==> src/rtl/shift_add_mult_if.sv <==
// Handshake/result bundle for the shift-and-add multiplier sequencer.
//   start  : request from issuer, sampled only while the sequencer is idle
//   a, b   : multiplicand / multiplier, captured on the accepting edge
//   busy   : operation in progress
//   done   : one-cycle pulse, result just updated
//   result : 2*WIDTH-bit product, held until the next done
//   sh_en  : shift strobe, high in every RUN cycle
//   sh_cnt : index of the current iteration
// Modports: master = issuing/consuming side, slave = sequencer.
interface shift_add_mult_if #(
  parameter int unsigned WIDTH = 4,
  parameter int unsigned CNT_W = 3
) ();
  logic               start;
  logic [WIDTH-1:0]   a;
  logic [WIDTH-1:0]   b;
  logic               busy;
  logic               done;
  logic [2*WIDTH-1:0] result;
  logic               sh_en;
  logic [CNT_W-1:0]   sh_cnt;

  modport master (
    output start, a, b,
    input  busy, done, result, sh_en, sh_cnt
  );

  modport slave (
    input  start, a, b,
    output busy, done, result, sh_en, sh_cnt
  );
endinterface

==> src/rtl/shift_add_mult_seq.sv <==
// Sequential unsigned WIDTH x WIDTH multiplier, shift-and-add, one multiplier bit per clock.
// Ports:
//   clk   : rising-edge clock
//   rst_n : asynchronous active-low reset; aborts any operation in flight
//   bus   : shift_add_mult_if.slave (start/a/b in; busy/done/result/sh_en/sh_cnt out)
// All outputs are registered. Without early termination an accepted start produces done
// exactly WIDTH cycles later.
// Optional feature: define EARLY_TERM_EN to finish as soon as the remaining multiplier bits
// are all zero (latency max(1, msb(b)+1)).
module shift_add_mult_seq #(
  parameter int unsigned WIDTH = 4,
  parameter int unsigned CNT_W = 3
) (
  input  logic             clk,
  input  logic             rst_n,
  shift_add_mult_if.slave  bus
);

  localparam int unsigned PW = 2 * WIDTH;

  typedef enum logic [0:0] {StIdle, StRun} state_e;

  state_e           state_q, state_d;
  logic [PW-1:0]    mcand_q, mcand_d;
  logic [WIDTH-1:0] mplr_q, mplr_d;
  logic [PW-1:0]    acc_q, acc_d;
  logic [PW-1:0]    result_q, result_d;
  logic             busy_q, busy_d;
  logic             done_q, done_d;
  logic             sh_en_q, sh_en_d;
  logic [CNT_W-1:0] sh_cnt_q, sh_cnt_d;

  logic [PW-1:0]    acc_sum;
  logic             last_iter;

  // Accumulator including this edge's partial product; cannot overflow PW bits.
  assign acc_sum = acc_q + (mplr_q[0] ? mcand_q : '0);

`ifdef EARLY_TERM_EN
  // Done once no set multiplier bits remain after this iteration.
  assign last_iter = ((mplr_q >> 1) == '0);
`else
  assign last_iter = (sh_cnt_q == CNT_W'(WIDTH - 1));
`endif

  // State register
  always_ff @(posedge clk or negedge rst_n) begin
    if (!rst_n) begin
      state_q  <= StIdle;
      mcand_q  <= '0;
      mplr_q   <= '0;
      acc_q    <= '0;
      result_q <= '0;
      busy_q   <= 1'b0;
      done_q   <= 1'b0;
      sh_en_q  <= 1'b0;
      sh_cnt_q <= '0;
    end else begin
      state_q  <= state_d;
      mcand_q  <= mcand_d;
      mplr_q   <= mplr_d;
      acc_q    <= acc_d;
      result_q <= result_d;
      busy_q   <= busy_d;
      done_q   <= done_d;
      sh_en_q  <= sh_en_d;
      sh_cnt_q <= sh_cnt_d;
    end
  end

  // Next-state logic
  always_comb begin
    state_d = state_q;
    unique case (state_q)
      StIdle:  if (bus.start) state_d = StRun;
      StRun:   if (last_iter) state_d = StIdle;
      default: state_d = StIdle;
    endcase
  end

  // Datapath and registered-output next values
  always_comb begin
    mcand_d  = mcand_q;
    mplr_d   = mplr_q;
    acc_d    = acc_q;
    result_d = result_q;
    busy_d   = busy_q;
    done_d   = 1'b0;
    sh_en_d  = sh_en_q;
    sh_cnt_d = sh_cnt_q;
    unique case (state_q)
      StIdle: begin
        // start is ignored outside idle, so holding it high does not queue work.
        if (bus.start) begin
          mcand_d  = {{WIDTH{1'b0}}, bus.a};
          mplr_d   = bus.b;
          acc_d    = '0;
          sh_cnt_d = '0;
          busy_d   = 1'b1;
          sh_en_d  = 1'b1;
        end
      end
      StRun: begin
        acc_d   = acc_sum;
        mcand_d = mcand_q << 1;
        mplr_d  = mplr_q >> 1;
        if (last_iter) begin
          result_d = acc_sum;
          done_d   = 1'b1;
          busy_d   = 1'b0;
          sh_en_d  = 1'b0;
          sh_cnt_d = '0;
        end else begin
          sh_cnt_d = sh_cnt_q + CNT_W'(1);
        end
      end
      default: begin
        busy_d  = 1'b0;
        sh_en_d = 1'b0;
      end
    endcase
  end

  assign bus.busy   = busy_q;
  assign bus.done   = done_q;
  assign bus.result = result_q;
  assign bus.sh_en  = sh_en_q;
  assign bus.sh_cnt = sh_cnt_q;

endmodule

==> src/flat_wrapper.sv <==
// flat-port wrapper written by rule: the top's interface ports become plain ports
module shift_add_mult_seq_flat 
#(
  parameter int unsigned WIDTH = 4,
  parameter int unsigned CNT_W = 3
)
  (clk, rst_n, bus_start, bus_a, bus_b, bus_busy, bus_done, bus_result, bus_sh_en, bus_sh_cnt);
  shift_add_mult_if #(.WIDTH(WIDTH), .CNT_W(CNT_W)) bus_i ();
  input  logic clk;
  input  logic rst_n;
  input wire logic [$bits(bus_i.start)-1:0] bus_start;
  input wire logic [$bits(bus_i.a)-1:0] bus_a;
  input wire logic [$bits(bus_i.b)-1:0] bus_b;
  output wire logic [$bits(bus_i.busy)-1:0] bus_busy;
  output wire logic [$bits(bus_i.done)-1:0] bus_done;
  output wire logic [$bits(bus_i.result)-1:0] bus_result;
  output wire logic [$bits(bus_i.sh_en)-1:0] bus_sh_en;
  output wire logic [$bits(bus_i.sh_cnt)-1:0] bus_sh_cnt;
  assign bus_i.start = bus_start;
  assign bus_i.a = bus_a;
  assign bus_i.b = bus_b;
  assign bus_busy = bus_i.busy;
  assign bus_done = bus_i.done;
  assign bus_result = bus_i.result;
  assign bus_sh_en = bus_i.sh_en;
  assign bus_sh_cnt = bus_i.sh_cnt;
  shift_add_mult_seq #(.WIDTH(WIDTH), .CNT_W(CNT_W)) u_core (.clk(clk), .rst_n(rst_n), .bus(bus_i));
endmodule
==> config.mk <==
export PLATFORM = sky130hd
export DESIGN_NAME = shift_add_mult_seq_flat
export DESIGN_NICKNAME = d
export VERILOG_FILES = /design/src/rtl/shift_add_mult_if.sv /design/src/rtl/shift_add_mult_seq.sv /design/src/flat_wrapper.sv
export SDC_FILE = /design/constraint.sdc
export NUM_CORES = 1
export LEC_CHECK = 0
export BUFFER_PORTS_ARGS = -buffer_cell sky130_fd_sc_hd__buf_2
export CAP_MARGIN = 20
export CORE_MARGIN = 2
export CORE_UTILIZATION = 40
export CTS_CLUSTER_DIAMETER = 200
export DETAILED_ROUTE_END_ITERATION = 10
export RECOVER_POWER = 100
export SLEW_MARGIN = 10
export SYNTH_ARGS = -nofsm -noshare
export SYNTH_HDL_FRONTEND = slang
export SYNTH_SLANG_ARGS = --single-unit
==> constraint.sdc <==
create_clock -name clk -period 2.8 [get_ports clk]
set_input_delay 0.56 -clock clk [delete_from_list [all_inputs] [get_ports clk]]
set_output_delay 0.56 -clock clk [all_outputs]
set_load 0.05 [all_outputs]
==> flow_summary.yaml <==
run_status:
  outcome: "finished with violations"
  violations: "max-capacitance violations, max-slew violations"
synthesis:
  ys_async_sr_fraction: 1.000
  synth_area_mm2: 0.001689
  ys_ff_latch: 34
  synth.area.mux_share: 0.05630
  yosys-top-cells-count: "34 x dfrtp_1, 34 x nand2_1, 23 x o21ai_0"
  synth_top_family_by_area: "compound AO/OA/AOI/OAI gates"
  synth_edf_count: 0
  synth_top_area_frac: 0.5037
  syn_area_per_cell_um2: 10.11
  synth_compound_area_frac: 0.1593
  synth_nets: 187
  yosys_warnings: 0
  ys_top_cells_by_area: "dfrtp_1 50%, nand2_1 7.6%, o21ai_0 6.8%, ha_1 5.9%, mux2i_1 4.7%"
  synth_flop_cell: "dfrtp_1"
  synth_cell_types: 30
  yosys.area.top_type: "dfrtp_1"
  synth-simple-area-share: 0.1259
  synth_fa_ha_area_frac: 0.07111
  netlist_instances: 167
  synth_seq_area_share: 0.5037
  synth_xor_xnor_area_share: 0.03556
timing:
  rsz0062_at_grt: "false"
  setup_viol: 0
  slew_headroom: -0.1772
  setup_ws_ns: 0.5963
  min_period_ns: 2.204
  min_period_over_period: 0.7870
  whs_ns: 0.4773
  skew_ns: 0.002893
  max_clock_freq_mhz: 453.8
  tns_ns: 0
  max_slew.worst_pin.slew_ns: 1.766
  hold_viol: 0
  final_max_slew_viol_count: 35
job:
  maxCapViolCount: 1
pwr:
  p_int_mw: 1.031
  p_sw_frac: 0.4449
  vdd_drop_max_v: 0.0003307
  clock_power_share: 0.178
  seq_power_share: 0.437
  power_mw: 1.858
  p_sw_mw: 0.8265
  powerDensity_mw_per_mm2: 1002
  pwr-share-comb: 0.385
  p_leak_nw: 0.8841
global_routing:
  grt_pass1_vias: 1216
  grt-ovfl-total: 0
  grt_pass1_wl_um: 5754
  grt_start_max_net_pins: 35
  antenna_found_initial: 0
  gr-usage-all-layers: 0.1675
floorplanning:
  rows: 23
  fp.dieW_um: 68.99
  die-area_mm2: 0.004759
  initial_core_util: 0.4193
  core_area_mm2: 0.004029
  dieHeight_um: 68.99
  io_pins: 25
clock_network:
  cts_resized: 0
  clkTransAtPathRegs_ns: 0.06
  clk_latency_ns: 0.28
  post_cts_buffers: 0
  cts_buffer_depth: 2
  cts_hold_buf: 0
  cts-htree-levels: 2
  root_buffer: "clkbuf_8"
  cts_tree: "built"
  clock_sinks: 34
  cts_made_buffers: 5
critical_path:
  cp-start-kind: "flip-flop"
  timing.rr.end: "u_core.bus.result[6]"
  worstPathArrival_ns: 2.34
  crit_slowest_cell: "dfrtp_1"
  reg2reg_from: "u_core.mplr_q[0]"
  cp_max_fo: 9
  critPathBufInv: 0
  cpPeakStageDelay_ns: 0.45
  cp.required_ns: 2.93
  end_kind: "flip-flop"
  regToRegSetupSlack_ns: 0.60
  rr_worst_depth: 8
  cp_top_family: "adder cells"
  crit_type: "reg2reg"
  path_cells: "and2_0 > ha_1 > fa_1 > a21oi_1 > o21ai_0 > a21oi_1 > xor2_1 > o21ai_0"
worst_hold_path:
  hold_end: "u_core.bus.result[2]"
  min_from: "u_core.bus.result[2]"
  hold_path_class: "reg2reg"
  whs_path_depth: 2
final_layout:
  fin_util: 0.4602
  finalNonFillerCells: 240
  drive_above_1_share: 0.09474
  diodes: 0
  fin_area_mm2: 0.001854
  syn2layout_area_growth_pct: 9.778
  fin_nets: 210
placement:
  postPlaceCellArea_mm2: 0.001813
  io_buffer_count: 24
  gp_congestion: 0.7833
  dp.cells: 233
  dp_slack_ns: 0.5990
  dp_hpwl_um: 2448
drt:
  antenna_left: 0
  drtIter0Drc: 27
  wl_um: 3324
  vias: 1253
  drcViolationCount: 0
  vias_per_cell: 5.221
  wire_per_inst_um: 13.85
  dr.pass1.iters: 4
-- power by group through the flow --
stage	sequential, mW	combinational (mW)	clock, mW
after floorplan	0.976	0.426	0
after global placement	0.806	0.730	0
after detailed placement	0.816	0.757	0
after CTS	0.809	0.758	0.342
after global routing	0.843	0.797	0.369
final	0.811	0.716	0.330
-- layout make-up --
| cell class | instances | area, um^2 |
|---|---|---|
| Sequential cell | 34 | 850.8 |
| Multi-Input combinational cell | 119 | 740.7 |
| Clock buffer | 7 | 76.32 |
| Tap cell | 50 | 62.56 |
| Inverter | 6 | 22.52 |
| Fill cell | 412 | 2175 |
| Timing Repair Buffer | 24 | 101.3 |
-- routing by layer --
| metal | GRT usage | up-vias | share of wire |
|---|---|---|---|
| met5 | 0 | - | 0 |
| met4 | 0.04657 | 0 | 0.019 |
| met3 | 0.05682 | 9 | 0.056 |
| met2 | 0.2548 | 40 | 0.46 |
| met1 | 0.2272 | 596 | 0.46 |
| li1 | - | 608 | - |
-- how the worst max path moves through the flow --
| stage | from | endpoint | slack, ns | cells after the start |
|---|---|---|---|---|
| after floorplan | u_core.mplr_q[0] | u_core.acc_q[6] | 0.85 | 8 |
| after global placement | u_core.mplr_q[0] | u_core.bus.result[6] | 0.71 | 8 |
| final | u_core.mplr_q[0] | u_core.bus.result[6] | 0.60 | 8 |
| after detailed placement | u_core.mplr_q[0] | u_core.acc_q[6] | 0.60 | 8 |
| after global routing | u_core.mplr_q[0] | u_core.bus.result[6] | 0.36 | 8 |
| after CTS | u_core.mplr_q[0] | u_core.bus.result[6] | 0.59 | 8 |
-- worst min-delay path, cell delays in order, from the launching register on --
cell and delay, ns:
dfrtp_1 0.34, nand2_1 0.05, o21ai_0 0.06
-- sequential cells by signal, summed over array words and instances, names as in the netlist --
name,cells
u_core.state_q,1
u_core.mcand_q,8
u_core.bus.result,8
u_core.bus.sh_cnt,3
u_core.acc_q,8
u_core.mplr_q,4
u_core.bus.busy,1
u_core.bus.done,1
-- placed cells by master (no fill, tap or decap), drive strengths merged --
cell type and count:
a211oi 1, a21o 1, a21oi 8, a22o 5, and2 7, buf 9
clkbuf 22, clkinv 1, dfrtp 34, fa 1, ha 8, inv 5
mux2 1, mux2i 8, nand2 34, nand3 1, nor2 8, o211ai 1
o21ai 27, o31ai 1, or2 1, xnor2 2, xor2 4
-- logic make-up after synthesis --
kind of cell,Yosys count
and+or+nand+nor,51
AOI/OAI and AO/OA,44
DFF,34
buffers and inverters,14
muxes,9
adders and majority gates,9
xor gates and xnor gates,6
No activity file was read; power rests on OpenSTA's default activity.
